--- src/rtl/memory_loader_pkg.sv ---
// Shared defaults, fixed-point constants (3 fractional bits) and FSM state
// encoding for the X/W memory loader.
package memory_loader_pkg;

    localparam int WIDTH = 5;
    localparam int NX    = 4;
    localparam int NW    = NX * NX;

    localparam logic [WIDTH-1:0] ONE         = 5'b01000;
    localparam logic [WIDTH-1:0] NEG_QUARTER = 5'b11110;

    typedef enum logic [1:0] {
        IDLE,
        LOAD_X,
        LOAD_W,
        DONE
    } state_t;

endpackage

--- src/rtl/memory_loader.sv ---
// Streams NX input-vector words followed by NW row-major weight words into
// flat register banks, one accepted word per valid cycle.
module memory_loader
    import memory_loader_pkg::*;
#(
    parameter int WIDTH = memory_loader_pkg::WIDTH,
    parameter int NX    = memory_loader_pkg::NX,
    parameter int NW    = memory_loader_pkg::NW
) (
    input  logic                  clk,
    input  logic                  rst,
    input  logic                  start,
    input  logic                  in_valid,
    input  logic [WIDTH-1:0]      in_data,
    output logic                  in_ready,
    output logic                  busy,
    output logic                  done,
    output logic [NX*WIDTH-1:0]   x_flat,
    output logic [NW*WIDTH-1:0]   w_flat
);

    localparam int CW = $clog2(NW);

    state_t        state;
    logic [CW-1:0] cnt;

    // Handshake flags are registered alongside the state so they always
    // describe the state currently held.
    always_ff @(posedge clk or posedge rst) begin
        if (rst) begin
            state    <= IDLE;
            cnt      <= '0;
            x_flat   <= '0;
            w_flat   <= '0;
            in_ready <= 1'b0;
            busy     <= 1'b0;
            done     <= 1'b0;
        end else begin
            case (state)
                IDLE, DONE: begin
                    if (start) begin
                        state    <= LOAD_X;
                        cnt      <= '0;
                        in_ready <= 1'b1;
                        busy     <= 1'b1;
                        done     <= 1'b0;
                    end
                end
                LOAD_X: begin
                    if (in_valid && in_ready) begin
                        x_flat[cnt*WIDTH +: WIDTH] <= in_data;
                        if (cnt == CW'(NX-1)) begin
                            state <= LOAD_W;
                            cnt   <= '0;
                        end else begin
                            cnt <= cnt + 1'b1;
                        end
                    end
                end
                LOAD_W: begin
                    if (in_valid && in_ready) begin
                        w_flat[cnt*WIDTH +: WIDTH] <= in_data;
                        if (cnt == CW'(NW-1)) begin
                            state    <= DONE;
                            cnt      <= '0;
                            in_ready <= 1'b0;
                            busy     <= 1'b0;
                            done     <= 1'b1;
                        end else begin
                            cnt <= cnt + 1'b1;
                        end
                    end
                end
                default: begin
                    state    <= IDLE;
                    cnt      <= '0;
                    in_ready <= 1'b0;
                    busy     <= 1'b0;
                    done     <= 1'b0;
                end
            endcase
        end
    end

endmodule

--- config.mk ---
export PLATFORM = sky130hd
export DESIGN_NAME = memory_loader
export DESIGN_NICKNAME = d
export VERILOG_FILES = /design/src/rtl/memory_loader_pkg.sv /design/src/rtl/memory_loader.sv
export SDC_FILE = /design/constraint.sdc
export NUM_CORES = 1
export LEC_CHECK = 0
export CAP_MARGIN = 20
export CORE_MARGIN = 4
export CORE_UTILIZATION = 54
export CTS_CLUSTER_DIAMETER = 40
export DETAILED_ROUTE_END_ITERATION = 6
export PLACE_DENSITY = 0.87
export RECOVER_POWER = 25
export SYNTH_ARGS = -nofsm -noshare
export SYNTH_HDL_FRONTEND = slang
export SYNTH_SLANG_ARGS = --single-unit
--- constraint.sdc ---
create_clock -name clk -period 9.27 [get_ports clk]
set_input_delay 2.781 -clock clk [delete_from_list [all_inputs] [get_ports clk]]
set_output_delay 2.781 -clock clk [all_outputs]
set_load 0.005 [all_outputs]
# Word level (Yosys, flattened, before mapping)
# Cells that the tools add are included.
# op_classes
add_sub_neg,2
multipliers,1
div_mod_pow,0
order_cmp,0
eq_ne,10
n_shift,4
n_mux,22
bitwise_logic,0
reduce_logical,9
# ops
cell,n
80-bit bitwise mux,1
"5-bit by 34-bit variable shift with 80-bit output, first input constant",1
5-bit by 34-bit indexed part select with 80-bit output,1
7-bit negation with 34-bit output,1
"5-bit by 34-bit variable shift with 20-bit output, first input constant",1
5-bit by 34-bit indexed part select with 20-bit output,1
20-bit bitwise mux,1
4-bit two-way mux,5
4-bit case mux with 3 select lines,1
2-bit two-way mux,5
"2-bit inequality test, second input constant",5
"4-bit by 3-bit multiplier with 7-bit output, second input constant",1
1-bit two-way mux,6
2-bit case mux with 3 select lines,1
5-bit AND reduction,1
"4-bit by 1-bit adder with 4-bit output, second input constant",1
"2-bit equality test, second input constant",2
"4-bit by 2-bit equality test with 1-bit output, second input constant",1
"4-bit equality test, second input constant",1
1-bit case mux with 2 select lines,2
2-bit AND reduction,2
4-bit AND reduction,1
3-bit AND reduction,1
"2-bit by 1-bit equality test with 1-bit output, second input constant",1
4 further kinds,4
# word_totals
register_bits,108
latch_bits,0
mem_bits_rw,0
rom_bits,0
inputBits,9
out_inout_bits,103
wordCells,54
mem_count,0

# Longest topological paths before layout
# depth
ltp_word,4
depth_mapped,9
mapped_depth_nobuf,6

# Worst setup path before layout
# No wires, ideal clock.
# synth_timing
kind,input to register
startpoint,input in_valid
endpoint,register x_flat[13]
setup_time_ns,0.125
t_arrival_ns,3.981
t_required_ns,9.145
slack_ns,5.164
cell_stages,4
path_buffers,0
path_cell_list,and2_1 nand2_1 o41ai_4 mux2_2
# synth_between
elab_chain_len,2
# synth_rtl
item,line_no,rtl
"start, declared",memory_loader.sv:13,"input logic in_valid,"
1-bit logical AND,memory_loader.sv:50,if (in_valid && in_ready) begin
2-bit AND reduction (no line),n/a,
"end signal, assigned by index",memory_loader.sv:51,x_flat[cnt*WIDTH +: WIDTH] <= in_data;
"end, declared",memory_loader.sv:18,"output logic [NX*WIDTH-1:0] x_flat,"
# Every way passes these cells.
# A chain may end at the register's enable or synchronous reset.

# Worst setup path in the final report
# layout_timing
startpoint,input in_valid
endpoint,register x_flat[9]
# Same word-level chain as after synthesis.

==> qor.csv <==
stage;metric;value;unit
power_and_ir_drop;total power;1304;uW
sta;final period utilization;51.54;%
final_layout;Diodes inserted;0;
synth;top_reg_cell synth;dfrtp_1;
clocking;clock transition at the registers of the reported paths;0.10;ns
sta;FMAX;0.2093;GHz
sta;Setup-failing EPs final;0;
final_layout;final std cells w/o fill;589;
routing;Routed WL per cell;19.59;um
critical_path;CP Capture Type;flip-flop;
synth;Synth top area share;56.18;%
min_path;min-delay worst type;reg2reg;
final_layout;commonest non-fill, non-tap cell in the layout;dfrtp_1;
floorplan;die outline height;102.4;um
sta;Fin. Hold Viols;0;
clocking;Max clock buf depth;2;
sta;Final Max Slew Viols;38;
power_and_ir_drop;Pleak;0.002981;uW
routing;routed vias;3319;
synth;synth top area cells;dfrtp_1 (56%), mux2_2 (23%), ha_1 (2.1%);
placed_design;RePlAce Congestion;0.8947;
final_layout;Final Util;71.41;%
clocking;CTS Root Cell;clkbuf_8;
synth;area leader, netlist;dfrtp_1;
critical_path;CP arrival;5.03;ns
power_and_ir_drop;Max VDD drop;0.0001107;V
power_and_ir_drop;pwr dens;210.3;mW/mm2
global_route;vias in the first global route;3500;
final_layout;register area;0.002703;mm2
global_route;overall routing resource usage;22.79;%
global_route;first-pass GRT wire length;18330;um
clocking;CTS buffer count;9;
sta;Setup Skew;0.008341;ns
clocking;clock sinks;108;
floorplan;die area;0.01048;mm2
final_layout;NumNets Final;493;
critical_path;WP data required;9.52;ns
final_layout;commonest non-fill, non-tap cells in the layout;dfrtp_1 (108), mux2_2 (97), clkdlybuf4s50_1 (83), dlygate4sd3_1 (28), nor2_1 (21);
routing;antenna-violating nets left;0;
critical_path;Critical Path Fanout Max;5;
synth;sequential share of the synthesized area;56.18;%
final_layout;area of the multi-input gates;0.002009;mm2
critical_path;r2r setup slk;6.39;ns
clocking;htree depth;3;
run_status;status;complete, but fails checks;
final_layout;area delta synth->final;28.82;%
sta;Worst-Margin Slew;1.593;ns
routing;TritonRoute pass-1 iters;4;
clocking;clock latency on the worst-skew pair;0.36;ns
clocking;hold bufs inserted after CTS;0;
placed_design;Port Buffers;111;
floorplan;top-level I/O count;112;
placed_design;dpl cells;573;
routing;initial drt markers;194;
global_route;initial antenna violation count;0;
final_layout;Filler cells;602;
placed_design;DP HPWL;8489;um
routing;DRC;0;
critical_path;Crit Path Category;in2reg;
job;max_cap viols;1;
routing;vias per cell;5.635;
global_route;grt total ovfl;0;
clocking;CTS tree;built;
routing;final wirelength;11540;um
clocking;Post-CTS Resized;0;
global_route;largest net degree at the start of global routing;73;
floorplan;total core area;0.008678;mm2
floorplan;Die Width;102.4;um
final_layout;layout cell share with drive strength beyond 1;25.78;%
sta;Rel. slew slack;-6.813;%
sta;setup_tns;0;ns
run_status;failing checks;max-capacitance violations, max-slew violations;
floorplan;starting density of the core;55.44;%
sta;post-layout min period;4.777;ns
floorplan;# rows;34;
synth;Post-Syn Area;0.004811;mm2
critical_path;Worst Setup Start Kind;primary input;
synth;syn_nets;381;
synth;EDFF count, synth;0;
synth;Cells after Synth;364;
synth;Synth Warn #;0;
sta;RSZ-0062 raised after global routing;no;
synth;syn_area_per_cell;13.22;um2
synth;synth unique cells;44;
clocking;Post-CTS Setup Bufs;0;
synth;FF+latch count, synth;108;
synth;Post-synth ARST share;100.0;%
routing by layer:
| layer | global-route usage (%) | part of all wire, % | up-vias |
|---|---|---|---|
| met5 | 0 | 0 | - |
| met4 | 7.972 | 1.6 | 0 |
| met3 | 3.481 | 4.4 | 17 |
| met2 | 38.13 | 52 | 95 |
| met1 | 30.45 | 42 | 1695 |
| li1 | - | - | 1512 |
critical path, cell delays in order:
cell and delay, ns:
dlygate4sd3_1 0.63, and2_0 0.28, nand2_1 0.22, nor3_1 0.69
mux2_2 0.42
state kept, by name (all words and copies together) (netlist names):
name and flops:
busy 1, cnt 4, done 1, state 2, w_flat 80, x_flat 20
report_power, final:
group	switching [uW]	total, uW	leakage (uW)	internal, uW
registers	44.3	576	0.00147	532
logic	242	445	0.00142	203
clock network	166	282	0.0000983	116
area by class of cell:
class,count,area share [%]
inverter,10,0.6259
clock inverter,5,0.6663
timing repair buffer,112,18.05
multi-input combinational,235,32.42
sequential,108,43.61
clock buffer,11,2.443
tap,108,2.181
Yosys cell counts, types with 2 or more instances:
| cell | instances |
|---|---|
| o21ai_0 | 6 |
| and2_1 | 12 |
| o211ai_1 | 3 |
| nor3_2 | 2 |
| nor2b_1 | 4 |
| mux2i_1 | 5 |
| clkbuf_1 | 4 |
| buf_4 | 2 |
| buf_2 | 4 |
| nand2_1 | 20 |
| dfrtp_1 | 108 |
| and3_1 | 3 |
| nand4_1 | 2 |
| nor3_1 | 4 |
| nor4_1 | 2 |
| inv_1 | 10 |
| a21oi_1 | 5 |
| nor2_1 | 21 |
| o41ai_4 | 2 |
| ha_1 | 8 |
| nand2b_1 | 4 |
| or2_2 | 2 |
| xnor2_1 | 2 |
| nand3_1 | 13 |
| mux2_2 | 97 |
path summary, 6_finish.rpt:
kind	start	to	cells after the start
worst max-delay path	in_valid	x_flat[9]$_DFFE_PP0P_	5
worst min-delay path	x_flat[4]$_DFFE_PP0P_	x_flat[4]$_DFFE_PP0P_	1
worst max register to register	cnt[0]$_DFFE_PP0P_	x_flat[9]$_DFFE_PP0P_	5
worst min register to register	x_flat[4]$_DFFE_PP0P_	x_flat[4]$_DFFE_PP0P_	1
max in group asynchronous	rst	w_flat[47]$_DFFE_PP0P_	3
min in group asynchronous	rst	w_flat[64]$_DFFE_PP0P_	2
logic make-up after synthesis:
| family | share of synthesized area [%] |
|---|---|
| and+or+nand+nor | 10.98 |
| xor gates and xnor gates | 0.7024 |
| buffers and inverters | 2.055 |
| DFF | 56.18 |
| AOI/OAI and AO/OA | 4.266 |
| adders and majority gates | 2.081 |
| muxes | 23.75 |
per-stage QoR:
| step | hold WS [ns] | cell area (um2) | setup WS (ns) |
|---|---|---|---|
| final | 0.5081 | 6197 | 4.493 |
| after global routing | 0.5277 | 6197 | 4.133 |
| after CTS | 0.5170 | 6198 | 4.668 |
| after detailed placement | 0.4941 | 6006 | 4.294 |
| after global placement | 0.4903 | 6006 | 4.482 |
| after floorplan | 0.5042 | 4811 | 3.643 |
Power figures use the tool's default switching activity.
